$ cat src/rtl/msrv_32_imm_pkg.sv
// Shared immediate-type codes and major opcode constants for the immediate generator and instruction encoder.
package msrv_32_imm_pkg;

    localparam logic [2:0] IMM_I     = 3'b000;
    localparam logic [2:0] IMM_I_ALT = 3'b001;
    localparam logic [2:0] IMM_S     = 3'b010;
    localparam logic [2:0] IMM_B     = 3'b011;
    localparam logic [2:0] IMM_U     = 3'b100;
    localparam logic [2:0] IMM_J     = 3'b101;
    localparam logic [2:0] IMM_CSR   = 3'b110;
    localparam logic [2:0] IMM_I_X   = 3'b111;

    localparam logic [6:0] OPC_LOAD   = 7'h03;
    localparam logic [6:0] OPC_OP_IMM = 7'h13;
    localparam logic [6:0] OPC_AUIPC  = 7'h17;
    localparam logic [6:0] OPC_STORE  = 7'h23;
    localparam logic [6:0] OPC_OP     = 7'h33;
    localparam logic [6:0] OPC_LUI    = 7'h37;
    localparam logic [6:0] OPC_BRANCH = 7'h63;
    localparam logic [6:0] OPC_JALR   = 7'h67;
    localparam logic [6:0] OPC_JAL    = 7'h6F;
    localparam logic [6:0] OPC_SYSTEM = 7'h73;

endpackage

$ cat src/rtl/msrv_32_imm_range_chk.sv
// Flags an immediate whose natural value cannot be represented by the selected instruction format.
module msrv_32_imm_range_chk
    import msrv_32_imm_pkg::*;
(
    input  logic [31:0] imm,
    input  logic [2:0]  imm_type,
    output logic        err
);

    // A signed field of width N+1 fits when all bits from N upward agree.
    logic ext_11_ok;
    logic ext_12_ok;
    logic ext_20_ok;

    assign ext_11_ok = (&imm[31:11]) || !(|imm[31:11]);
    assign ext_12_ok = (&imm[31:12]) || !(|imm[31:12]);
    assign ext_20_ok = (&imm[31:20]) || !(|imm[31:20]);

    always_comb begin
        err = 1'b0;
        case (imm_type)
            IMM_S:   err = !ext_11_ok;
            IMM_B:   err = !ext_12_ok || imm[0];
            IMM_U:   err = |imm[11:0];
            IMM_J:   err = !ext_20_ok || imm[0];
            IMM_CSR: err = |imm[31:5];
            default: err = !ext_11_ok;
        endcase
    end

endmodule

$ cat src/rtl/msrv_32_instr_encoder.sv
// Packs RV32I fields and a natural immediate into an instruction word behind a one-deep valid/ready register.
// Immediate range checking is built only when MSRV_IMM_RANGE_CHECK_EN is defined.
module msrv_32_instr_encoder
    import msrv_32_imm_pkg::*;
#(
    parameter int COUNT_W = 16
) (
    input  logic               clk_in,
    input  logic               rst_n_in,
    input  logic               valid_in,
    output logic               ready_out,
    input  logic [6:0]         opcode_in,
    input  logic [4:0]         rd_in,
    input  logic [2:0]         funct3_in,
    input  logic [4:0]         rs1_in,
    input  logic [4:0]         rs2_in,
    input  logic [6:0]         funct7_in,
    input  logic [31:0]        imm_in,
    input  logic [2:0]         imm_type_in,
    input  logic               clear_in,
    output logic               valid_out,
    input  logic               ready_in,
    output logic [31:0]        instr_out,
    output logic               imm_err_out,
    output logic               err_sticky_out,
    output logic [COUNT_W-1:0] count_out
);

    // Handshake: a word moves on a side when valid and ready are both high at
    // the rising edge; the output word stays frozen while valid_out && !ready_in.
    logic               in_hs;
    logic               out_hs;
    logic               valid_q;
    logic [31:0]        instr_q;
    logic [31:0]        enc_word;
    logic [COUNT_W-1:0] count_q;

    assign ready_out = !valid_q || ready_in;
    assign in_hs     = valid_in && ready_out;
    assign out_hs    = valid_q && ready_in;

    always_comb begin
        enc_word = {imm_in[11:0], rs1_in, funct3_in, rd_in, opcode_in};
        case (imm_type_in)
            IMM_S:   enc_word = {imm_in[11:5], rs2_in, rs1_in, funct3_in, imm_in[4:0], opcode_in};
            IMM_B:   enc_word = {imm_in[12], imm_in[10:5], rs2_in, rs1_in, funct3_in,
                                 imm_in[4:1], imm_in[11], opcode_in};
            IMM_U:   enc_word = {imm_in[31:12], rd_in, opcode_in};
            IMM_J:   enc_word = {imm_in[20], imm_in[10:1], imm_in[11], imm_in[19:12], rd_in, opcode_in};
            IMM_CSR: enc_word = {funct7_in, rs2_in, imm_in[4:0], funct3_in, rd_in, opcode_in};
            default: enc_word = {imm_in[11:0], rs1_in, funct3_in, rd_in, opcode_in};
        endcase
    end

    always_ff @(posedge clk_in or negedge rst_n_in) begin
        if (!rst_n_in) begin
            valid_q <= 1'b0;
            instr_q <= 32'h0;
        end else if (in_hs) begin
            valid_q <= 1'b1;
            instr_q <= enc_word;
        end else if (out_hs) begin
            valid_q <= 1'b0;
        end
    end

    // Clear wins over a same-cycle handshake; the count sticks at all-ones.
    always_ff @(posedge clk_in or negedge rst_n_in) begin
        if (!rst_n_in) begin
            count_q <= '0;
        end else if (clear_in) begin
            count_q <= '0;
        end else if (out_hs && (count_q != {COUNT_W{1'b1}})) begin
            count_q <= count_q + 1'b1;
        end
    end

`ifdef MSRV_IMM_RANGE_CHECK_EN
    logic enc_err;
    logic err_q;
    logic sticky_q;

    msrv_32_imm_range_chk u_range_chk (
        .imm      (imm_in),
        .imm_type (imm_type_in),
        .err      (enc_err)
    );

    always_ff @(posedge clk_in or negedge rst_n_in) begin
        if (!rst_n_in) begin
            err_q    <= 1'b0;
            sticky_q <= 1'b0;
        end else begin
            if (in_hs) begin
                err_q <= enc_err;
            end
            if (clear_in) begin
                sticky_q <= 1'b0;
            end else if (out_hs) begin
                sticky_q <= sticky_q | err_q;
            end
        end
    end

    assign imm_err_out    = err_q;
    assign err_sticky_out = sticky_q;
`else
    assign imm_err_out    = 1'b0;
    assign err_sticky_out = 1'b0;
`endif

    assign valid_out = valid_q;
    assign instr_out = instr_q;
    assign count_out = count_q;

endmodule

$ cat config.mk
export PLATFORM = sky130hd
export DESIGN_NAME = msrv_32_instr_encoder
export DESIGN_NICKNAME = d
export VERILOG_FILES = /design/src/rtl/msrv_32_imm_pkg.sv /design/src/rtl/msrv_32_imm_range_chk.sv /design/src/rtl/msrv_32_instr_encoder.sv
export SDC_FILE = /design/constraint.sdc
export NUM_CORES = 1
export LEC_CHECK = 0
export CORE_UTILIZATION = 35
export CTS_CLUSTER_DIAMETER = 200
export DETAILED_ROUTE_END_ITERATION = 7
export GPL_TIMING_DRIVEN = 0
export PLACE_DENSITY = 0.72
export SETUP_SLACK_MARGIN = 0.3
export SYNTH_ARGS = -nofsm -noshare
export SYNTH_HDL_FRONTEND = slang
export SYNTH_HIERARCHICAL = 1
export SYNTH_SLANG_ARGS = --single-unit
$ cat constraint.sdc
create_clock -name clk_in -period 1.53 [get_ports clk_in]
set_input_delay 0.153 -clock clk_in [delete_from_list [all_inputs] [get_ports clk_in]]
set_output_delay 0.153 -clock clk_in [all_outputs]
set_load 0.05 [all_outputs]
==> flow_metrics.env, run 1 <==
export IMPL_postSynthCellCount=280
export IMPL_antenna_found_initial=0
export IMPL_cts_buffers_inserted=5
export IMPL_first_pass_iters=4
export IMPL_dr_first_iter_drc_count=68
export IMPL_multi_input_area_sq_um=1790
export IMPL_intPower_mw=2.52
export IMPL_vdd_drop_max_v=0.000577
export IMPL_hold_path_class="primary input to flop"
export IMPL_yosys_top_cells_area="dfrtp_1 44%, mux2i_1 9.4%, o21ai_0 6.0%, mux2_2 4.9%, nand2_1 4.2%"
export IMPL_h_tree_depth=2
export IMPL_synth_top_area_cell="dfrtp_1"
export IMPL_cap_violations=0
export IMPL_wire_per_inst_um=16.7
export IMPL_grt_max_degree=27
export IMPL_syn2layout_area_growth_pct=77.4
export IMPL_synth_edf_count=0
export IMPL_fill_cells=650
export IMPL_rsz0062_at_grt="true"
export IMPL_grt_usage_pct=22.2
export IMPL_power_density_nw_per_um2=807
export IMPL_avgSynthCellArea_sq_um=9.91
export IMPL_hpwlAfterDp_um=6250
export IMPL_worst_setup_path_start_kind="flop"
export IMPL_fin_util_pct=64.0
export IMPL_fin_cells=551
export IMPL_drive_gt1_share_pct=45.2
export IMPL_antenna_diode_count=0
export IMPL_post_route_drc_count=0
export IMPL_yosys_top_cells_count="49 x dfrtp_1, 33 x o21ai_0, 31 x nand2_1"
export IMPL_end_kind="flop"
export IMPL_total_power_mw=3.97
export IMPL_synthFlopType="dfrtp_1"
export IMPL_cts_tree="built"
export IMPL_clock_path_buffers=2
export IMPL_ys_warn_count=6
export IMPL_clockRootBuffer="clkbuf_8"
export IMPL_power_share_combinational_pct=37.9
export IMPL_fin_skew_ps=19.9
export IMPL_die_w_um=91.0
export IMPL_ys_seq_area_share_pct=44.2
export IMPL_gp_congestion=0.822
export IMPL_final_nets=521
export IMPL_portBuffers=118
export IMPL_cp_slowest_stage_delay_ps=550
export IMPL_period_share_pct=107
export IMPL_clkPwrFrac_pct=23.4
export IMPL_p_sw_mw=1.45
export IMPL_p_leak_nw=2.20
export IMPL_die_y_um=91.0
export IMPL_pin_count=124
export IMPL_yosysUniqueCellTypes=39
export IMPL_viasPerCell=5.33
export IMPL_path_class="flop to flop"
export IMPL_rows=32
export IMPL_ant_nets=0
export IMPL_violations="setup timing"
export IMPL_slew_violations=0
export IMPL_p_sw_share_pct=36.6
export IMPL_finalHoldViolCount=0
export IMPL_p_seq_share_pct=38.7
export IMPL_wirelength_um=9190
export IMPL_clk_pin_slew_ps=100
export IMPL_synthArstFlopShare_pct=100
export IMPL_crit_slowest_cell="or4_2"
export IMPL_critPathMaxFanout=8
export IMPL_core_sq_um=7690
export IMPL_max_clock_freq_mhz=611
export IMPL_reg2regPathDepth=5
export IMPL_clock_sinks=49
export IMPL_regArea_sq_um=1250
export IMPL_clk_latency_ps=310
export IMPL_grt_pass1_wl_um=14600
export IMPL_slew_headroom_pct=60.8
export IMPL_outcome="finished with violations"
export IMPL_start_util_pct=36.1
export IMPL_arrival_ps=1880
export IMPL_die_area_sq_um=8290
export IMPL_finalCriticalPeriod_ps=1640
export IMPL_setup_ws_ps=-106
export IMPL_grt_pass1_vias=3104
export IMPL_min_path_cells=2
export IMPL_worstMarginPinSlew_ps=588
export IMPL_synth_top_area_share_pct=44.2
export IMPL_setup_viol=14
export IMPL_synth_cell_area_sq_um=2780
export IMPL_worst_ep_required_time_ps=1770
export IMPL_dp_cells=502
export IMPL_num_vias=2938
export IMPL_cp_cell_sequence="ha_4 > nand4_1 > nor4_4 > or4_2 > a21oi_1"
export IMPL_yosysMostFrequentCell="dfrtp_1"
export IMPL_yosys_register_bits=49
export IMPL_overflow=0
==> routing by layer <==
metal / track usage (%) / wire, um / up-vias
met3: 4.77 / 464 / 8
met5: 0 / 0 / -
met2: 39.4 / 4690 / 97
met4: 7.54 / 127 / 0
met1: 26.5 / 3900 / 1454
li1: - / - / 1379
==> flip-flops by register name (all words and copies together) (netlist names) <==
| register | flops |
|---|---|
| instr_out | 32 |
| count_out | 16 |
| valid_out | 1 |
==> layout by cell type (no fill, tap or decap), types with 5 or more instances in the layout <==
cell	instances
o21ai_1	12
buf_6	17
a211oi_2	5
buf_2	40
a21o_1	5
dfrtp_1	32
buf_8	5
mux2_4	11
or4_1	6
nand2b_1	8
dfrtp_2	17
o21ai_2	10
a21oi_1	14
nand2_1	13
clkdlybuf4s15_2	5
mux2i_1	26
o31ai_1	10
o21ai_0	11
clkdlybuf4s50_1	66
clkbuf_8	6
nand4_1	6
o22ai_1	5
buf_4	32
nand2_4	14
==> metrics by stage <==
stage	hold slack, ps	instance area (sq um)	TNS, ps	setup slack, ps
finish	229	4920	-1090	-106
global route	243	4920	-2050	-190
CTS	219	4900	-707	-87.6
detailed placement	181	4300	-8910	-380
global placement	466	4290	-68320	-1350
floorplan	-143	2980	-2140	-175
==> final timing paths <==
path                       slack (ps)             to     startpoint
hold reg to reg                   490  instr_out[17]  instr_out[17]
setup reg to reg                 -110   count_out[3]   count_out[0]
hold / removal                    230   count_out[3]       clear_in
max in group asynchronous         590   count_out[8]       rst_n_in
min in group asynchronous         360  count_out[15]       rst_n_in
setup / recovery                 -110   count_out[3]   count_out[0]
==> worst max-delay path: cells and delay by family, from the launching register on <==
family | cells | cell delay (ps)
DFF | 1 | 460
and+or+nand+nor | 3 | 760
adders and majority gates | 1 | 190
AOI/OAI and AO/OA | 1 | 150
==> logic make-up after synthesis <==
kind of cell / Yosys count / synth area share [%]
fa+ha+maj: 1 / 0.451
other cells: 1 / 0.135
buf+inv: 23 / 4.01
flops: 49 / 44.2
compound gates: 88 / 20.0
simple gates: 80 / 17.0
mux: 38 / 14.2
==> power groups by stage <==
stage	combinational (mW)	sequential (mW)	clock, mW
2_1_floorplan	0.381	2.02	0
3_3_place_gp	1.44	1.53	0
3_5_place_dp	1.46	1.54	0
4_1_cts	1.54	1.53	0.954
5_1_grt	1.58	1.56	1.01
6_report	1.50	1.54	0.929
==> timing repair <==
item,4_1_cts,5_1_grt
setup buffers,29,7
gates resized for setup,257,88
gates cloned,3,1
pin swaps,43,22
setup endpoints to repair,98,82
endpoints found under the hold margin,23,0
hold buffers,1,0
==> area by class of cell <==
class | count | share of cell area, %
multi-input combinational | 210 | 36.4
timing repair buffer | 159 | 28.9
sequential | 49 | 25.3
buffer | 21 | 4.42
tap | 102 | 2.59
clock buffer | 6 | 1.47
clock inverter | 2 | 0.712
inverter | 2 | 0.153
Power figures use the tool's default switching activity.
==> run 2, diff against run 1 <==
SETUP_SLACK_MARGIN = 0.2   (was 0.3)
==> run 2 against run 1 <==
Effect of this change:
- the flow still finishes with violations (setup timing)
- die area did not move
- setup slack got worse by 69 ps
- worst hold slack improved by 61 ps
- sequential cell count is the same
- maximum frequency decreased by 4.1%
- cell area fell by 2.1%
- final cell count up 0.54%
- global-route usage is essentially flat
- wire length is 1.9% higher
- sequential power about the same
- clock power decreased by 2%
==> flow_metrics.env, run 2 (synthesis gave the netlist of run 1 again) <==
export IMPL_die_w_um=91.0
export IMPL_grt_usage_pct=22.2
export IMPL_portBuffers=118
export IMPL_min_path_cells=2
export IMPL_clock_path_buffers=2
export IMPL_most_common_layout_cells="66 x clkdlybuf4s50_1, 36 x buf_4, 32 x dfrtp_1"
export IMPL_fill_cells=679
export IMPL_antenna_diode_count=0
export IMPL_clk_latency_ps=300
export IMPL_clk_pin_slew_ps=100
export IMPL_die_area_sq_um=8290
export IMPL_wirelength_um=9370
export IMPL_fin_skew_ps=19.8
export IMPL_reg2reg_to="count_out[1]"
export IMPL_gp_congestion=0.834
export IMPL_finalHoldViolCount=0
export IMPL_regArea_sq_um=1250
export IMPL_dpl_instance_area_sq_um=4260
export IMPL_fin_cells=554
export IMPL_final_nets=524
export IMPL_cp_top_family="simple AND/OR/NAND/NOR gates"
export IMPL_setup_ws_ps=-175
export IMPL_max_clock_freq_mhz=587
export IMPL_min_to="count_out[3]"
export IMPL_rrSetupSlack_ps=-170
export IMPL_fin_util_pct=62.7
export IMPL_rsz0062_at_grt="true"
export IMPL_wl_met1_um=4040
export IMPL_worst_ep_required_time_ps=1750
export IMPL_min_from="clear_in"
export IMPL_core_sq_um=7690
export IMPL_worstMarginPinSlew_ps=612
export IMPL_crit_slowest_cell="or3b_2"
export IMPL_post_route_drc_count=0
export IMPL_die_y_um=91.0
export IMPL_dr_wl_met3_um=592
export IMPL_met2_length_um=4530
export IMPL_cap_violations=0
export IMPL_h_tree_depth=2
export IMPL_ant_nets=0
export IMPL_grt_pass1_wl_um=14700
export IMPL_first_pass_iters=4
export IMPL_top_layer="met4"
export IMPL_clockRootBuffer="clkbuf_8"
export IMPL_reg2regPathDepth=6
export IMPL_slew_violations=0
export IMPL_overflow=0
export IMPL_drive_gt1_share_pct=41.6
export IMPL_cts_buffers_inserted=5
export IMPL_clock_sinks=49
export IMPL_arrival_ps=1930
export IMPL_outcome="finished with violations"
export IMPL_worst_path_buf_inv=1
export IMPL_path_class="flop to flop"
export IMPL_dr_first_iter_drc_count=91
export IMPL_p_leak_nw=2.09
export IMPL_largest_reg_flops=32
export IMPL_worst_setup_path_start_kind="flop"
export IMPL_final_common_cell="clkdlybuf4s50_1"
export IMPL_num_vias=2941
export IMPL_end_kind="flop"
export IMPL_dp_cells=502
export IMPL_worstReg2RegStart="count_out[0]"
export IMPL_hpwlAfterDp_um=6260
export IMPL_cp_cell_sequence="ha_4 > nand4_1 > nor4_4 > buf_4 > or3b_2 > a21oi_1"
export IMPL_rows=32
export IMPL_cp_slowest_stage_delay_ps=460
export IMPL_syn2layout_area_growth_pct=73.6
export IMPL_critPathMaxFanout=4
export IMPL_start_util_pct=36.1
export IMPL_multi_input_area_sq_um=1690
export IMPL_grt_pass1_vias=3001
export IMPL_wire_per_inst_um=16.9
export IMPL_antenna_found_initial=0
export IMPL_slew_headroom_pct=59.2
export IMPL_cts_tree="built"
export IMPL_pin_count=124
export IMPL_period_share_pct=111
export IMPL_setup_viol=16
export IMPL_finalInstanceArea_sq_um=4820
export IMPL_violations="setup timing"
export IMPL_finalCriticalPeriod_ps=1700
export IMPL_hold_path_class="primary input to flop"
export IMPL_viasPerCell=5.31
export IMPL_vdd_drop_max_v=0.000504
export IMPL_grt_max_degree=35
export IMPL_power_density_nw_per_um2=797
==> run 2: cell types whose count changed in the layout (fill, tap and decap cells not counted), moves of 9 or more <==
cell             previous run  this run
clkbuf_2                    2        22
nand2_4                    14         1
clkdlybuf4s15_2             5        18
buf_2                      40        11
o21ai_2                    10         1
o21ai_0                    11        25
nand2_1                    13        29
==> run 2: report_power, final <==
group / total (mW) / leakage, nW / internal [mW] / switching [mW]
clock network: 0.910 / 0.0552 / 0.486 / 0.424
registers: 1.51 / 0.593 / 1.43 / 0.0763
logic: 1.42 / 1.44 / 0.552 / 0.872
==> run 2: worst register-to-register path, cell delays in order, from the launching register on <==
cell and delay, ps:
dfrtp_2 450, ha_4 180, nand4_1 130, nor4_4 90, buf_4 150, or3b_2 460
a21oi_1 170
==> run 2: area by class of cell <==
class / instances / area share [%]
Buffer: 21 / 3.32
Clock buffer: 6 / 1.51
Clock inverter: 2 / 0.727
Inverter: 2 / 0.156
Multi-Input combinational cell: 210 / 35.0
Sequential cell: 49 / 25.9
Tap cell: 102 / 2.65
Timing Repair Buffer: 162 / 30.8
==> run 2: worst max path at each step <==
stage	cells after the start	to	start	slack, ps
5_1_grt	6	count_out[7]	count_out[0]	-200
3_3_place_gp	1	count_out[3]	rst_n_in	-1330
3_5_place_dp	6	instr_out[23]	imm_type_in[2]	-430
6_report	6	count_out[1]	count_out[0]	-170
4_1_cts	4	count_out[7]	valid_out	-50
2_1_floorplan	6	count_out[5]	count_out[1]	-170
==> run 2: what timing repair did <==
action,in CTS,in global routing
gates resized for setup,169,67
gates cloned,1,2
endpoints found under the hold margin,15,0
endpoints found under the setup margin,86,45
hold buffers,1,0
setup buffers,28,12
pin swaps,17,15
==> run 2: routing by layer <==
metal / vias to the layer above / global-route usage, %
met3: 12 / 4.61
met2: 117 / 36.5
met1: 1425 / 28.6
met4: 0 / 8.60
li1: 1387 / -
met5: - / 0
==> run 2: stage by stage <==
stage	hold WS [ps]	TNS (ps)	total power [mW]	worst slack (ps)
3_5_place_dp	106	-10410	2.96	-426
3_3_place_gp	461	-68480	2.94	-1330
5_1_grt	298	-2750	4.03	-203
6_report	290	-1890	3.84	-175
2_1_floorplan	-143	-2140	2.37	-175
4_1_cts	252	-219	3.85	-50.2
==> run 3, diff against run 2 <==
GPL_TIMING_DRIVEN = default   (was 0)
==> run 3 against run 2 <==
Effect of this change:
- critical endpoint is now count_out[4]
- sequential power about the same
- the flow still finishes with violations (setup timing)
- setup slack better by 80 ps
- final cell count is 0.54% higher
- via count shrank 2.7%
- clock skew shrank 16 ps
- cell area decreased by 0.23%
- largest cell class is now non-clock buffers
- register-to-register slack gained 80 ps
==> flow_metrics.env, run 3 (synthesis gave the netlist of run 1 again) <==
export IMPL_outcome="finished with violations"
export IMPL_violations="setup timing"
export IMPL_most_common_layout_cells="100 x buf_4, 68 x clkdlybuf4s50_1, 32 x dfrtp_1"
export IMPL_finalHoldViolCount=0
export IMPL_clock_sinks=49
export IMPL_dp_cells=534
export IMPL_met2_usage_pct=36.2
export IMPL_hold_path_class="primary input to async pin"
export IMPL_fin_hold_ws_ps=369
export IMPL_finalCriticalPeriod_ps=1620
export IMPL_setup_viol=12
export IMPL_clockRootBuffer="clkbuf_8"
export IMPL_fin_util_pct=62.5
export IMPL_final_common_cell="buf_4"
export IMPL_die_y_um=91.0
export IMPL_busiest_layer="met2"
export IMPL_max_clock_freq_mhz=615
export IMPL_worst_ep_required_time_ps=1770
export IMPL_die_area_sq_um=8290
export IMPL_core_sq_um=7690
export IMPL_antenna_found_initial=0
export IMPL_p_seq_share_pct=39.5
export IMPL_rsz0062_at_grt="true"
export IMPL_path_class="flop to flop"
export IMPL_gp_congestion=0.831
export IMPL_clkPwrFrac_pct=22.4
export IMPL_arrival_ps=1860
export IMPL_grt_pass1_vias=2871
export IMPL_p_sw_mw=1.39
export IMPL_h_tree_depth=2
export IMPL_fill_cells=661
export IMPL_p_leak_nw=2.14
export IMPL_ant_nets=0
export IMPL_die_w_um=91.0
export IMPL_period_share_pct=106
export IMPL_vdd_drop_max_v=0.000505
export IMPL_cp_top_family="simple AND/OR/NAND/NOR gates"
export IMPL_wirelength_um=8870
export IMPL_post_route_drc_count=0
export IMPL_worst_path_buf_inv=1
export IMPL_start_util_pct=36.1
export IMPL_intPower_mw=2.45
export IMPL_grt_pass1_wl_um=14000
export IMPL_slew_violations=0
export IMPL_antenna_diode_count=0
export IMPL_power_share_combinational_pct=38.1
export IMPL_hpwlAfterDp_um=6390
export IMPL_cap_violations=0
export IMPL_pin_count=124
export IMPL_rows=32
export IMPL_overflow=0
export IMPL_cp_slowest_stage_delay_ps=470
export IMPL_portBuffers=121
export IMPL_first_pass_iters=4
export IMPL_cts_buffers_inserted=5
export IMPL_final_nets=527
export IMPL_drive_gt1_share_pct=42.6
export IMPL_wire_per_inst_um=15.9
export IMPL_finalInstanceArea_sq_um=4810
export IMPL_syn2layout_area_growth_pct=73.2
export IMPL_dr_first_iter_drc_count=73
export IMPL_largest_reg_flops=32
export IMPL_cts_tree="built"
export IMPL_crit_slowest_cell="or4_4"
export IMPL_fin_skew_ps=3.42
export IMPL_fin_cells=557
export IMPL_end_kind="flop"
export IMPL_dpl_instance_area_sq_um=4460
export IMPL_clock_path_buffers=2
export IMPL_viasPerCell=5.14
export IMPL_grt_max_degree=50
export IMPL_grt_usage_pct=20.8
export IMPL_use_met3_pct=4.02
export IMPL_clk_pin_slew_ps=90
export IMPL_num_vias=2863
export IMPL_setup_ws_ps=-94.8
export IMPL_clk_latency_ps=300
export IMPL_critPathMaxFanout=5
export IMPL_cp_cell_sequence="ha_4 > nand4_1 > nor4_4 > buf_4 > or4_4 > a21oi_2"
export IMPL_use_met1_pct=26.6
export IMPL_power_density_nw_per_um2=798
export IMPL_total_power_mw=3.84
export IMPL_worst_setup_path_start_kind="flop"
export IMPL_p_sw_share_pct=36.2
[run 3: cell count changes in the layout (fill, tap and decap cells not counted), sizes merged, moves of 2 or more]
cell / delta
clkdlybuf4s15: -22
clkbuf: -27
buf: +50
dlygate4sd2: +2
clkdlybuf4s50: +2
[run 3: stage by stage]
step | worst slack (ps) | setup TNS (ps)
CTS | -84.1 | -656
detailed placement | -291 | -4540
finish | -94.8 | -634
floorplan | -175 | -2140
global route | -139 | -1400
global placement | -266 | -3720
[run 3: layer usage]
layer	routed length, um	share of wire [%]	vias to the layer above
met4	87	0.98	0
met2	4370	49	101
met3	522	5.9	8
li1	-	-	1385
met5	0	0	-
met1	3890	44	1369
[run 3: final cells by class]
class | count | area [sq um] | share of cell area (%)
multi-input combinational | 209 | 1650 | 34.3
clock inverter | 1 | 5.00 | 0.104
clock buffer | 7 | 96.3 | 2.00
tap | 102 | 128 | 2.65
inverter | 2 | 7.51 | 0.156
timing repair buffer | 187 | 1670 | 34.8
sequential | 49 | 1250 | 26.0
[run 3: what timing repair did]
action / CTS / global route
buffers inserted: 5 / 7
pin swaps: 17 / 8
hold endpoints to repair: 49 / 0
resized for setup: 19 / 22
gates cloned: 2 / 0
hold buffers: 1 / 0
setup endpoints to repair: 27 / 20
[run 3: worst reg2reg max path, cell delays in order (launching register included)]
cell     delay (ps)
dfrtp_2         440
ha_4            170
nand4_1         140
nor4_4           60
buf_4           150
or4_4           480
a21oi_2         120
[run 3: path summary, 6_finish.rpt]
path | startpoint | endpoint | slack [ps] | cells past startpoint
max | count_out[0] | count_out[4] | -90 | 6
min | rst_n_in | count_out[11] | 370 | 3
max reg2reg | count_out[0] | count_out[4] | -90 | 6
min reg2reg | instr_out[9] | instr_out[9] | 490 | 2
max in group asynchronous | rst_n_in | count_out[9] | 910 | 3
min in group clk_in | opcode_in[0] | instr_out[0] | 460 | 2
[run 3: power groups by stage]
| stage | registers [mW] | clock network [mW] | logic [mW] |
|---|---|---|---|
| after floorplan | 2.02 | 0 | 0.349 |
| after global placement | 1.53 | 0 | 1.41 |
| after detailed placement | 1.54 | 0 | 1.43 |
| after CTS | 1.52 | 0.872 | 1.45 |
| after global routing | 1.53 | 0.923 | 1.54 |
| final | 1.52 | 0.861 | 1.46 |
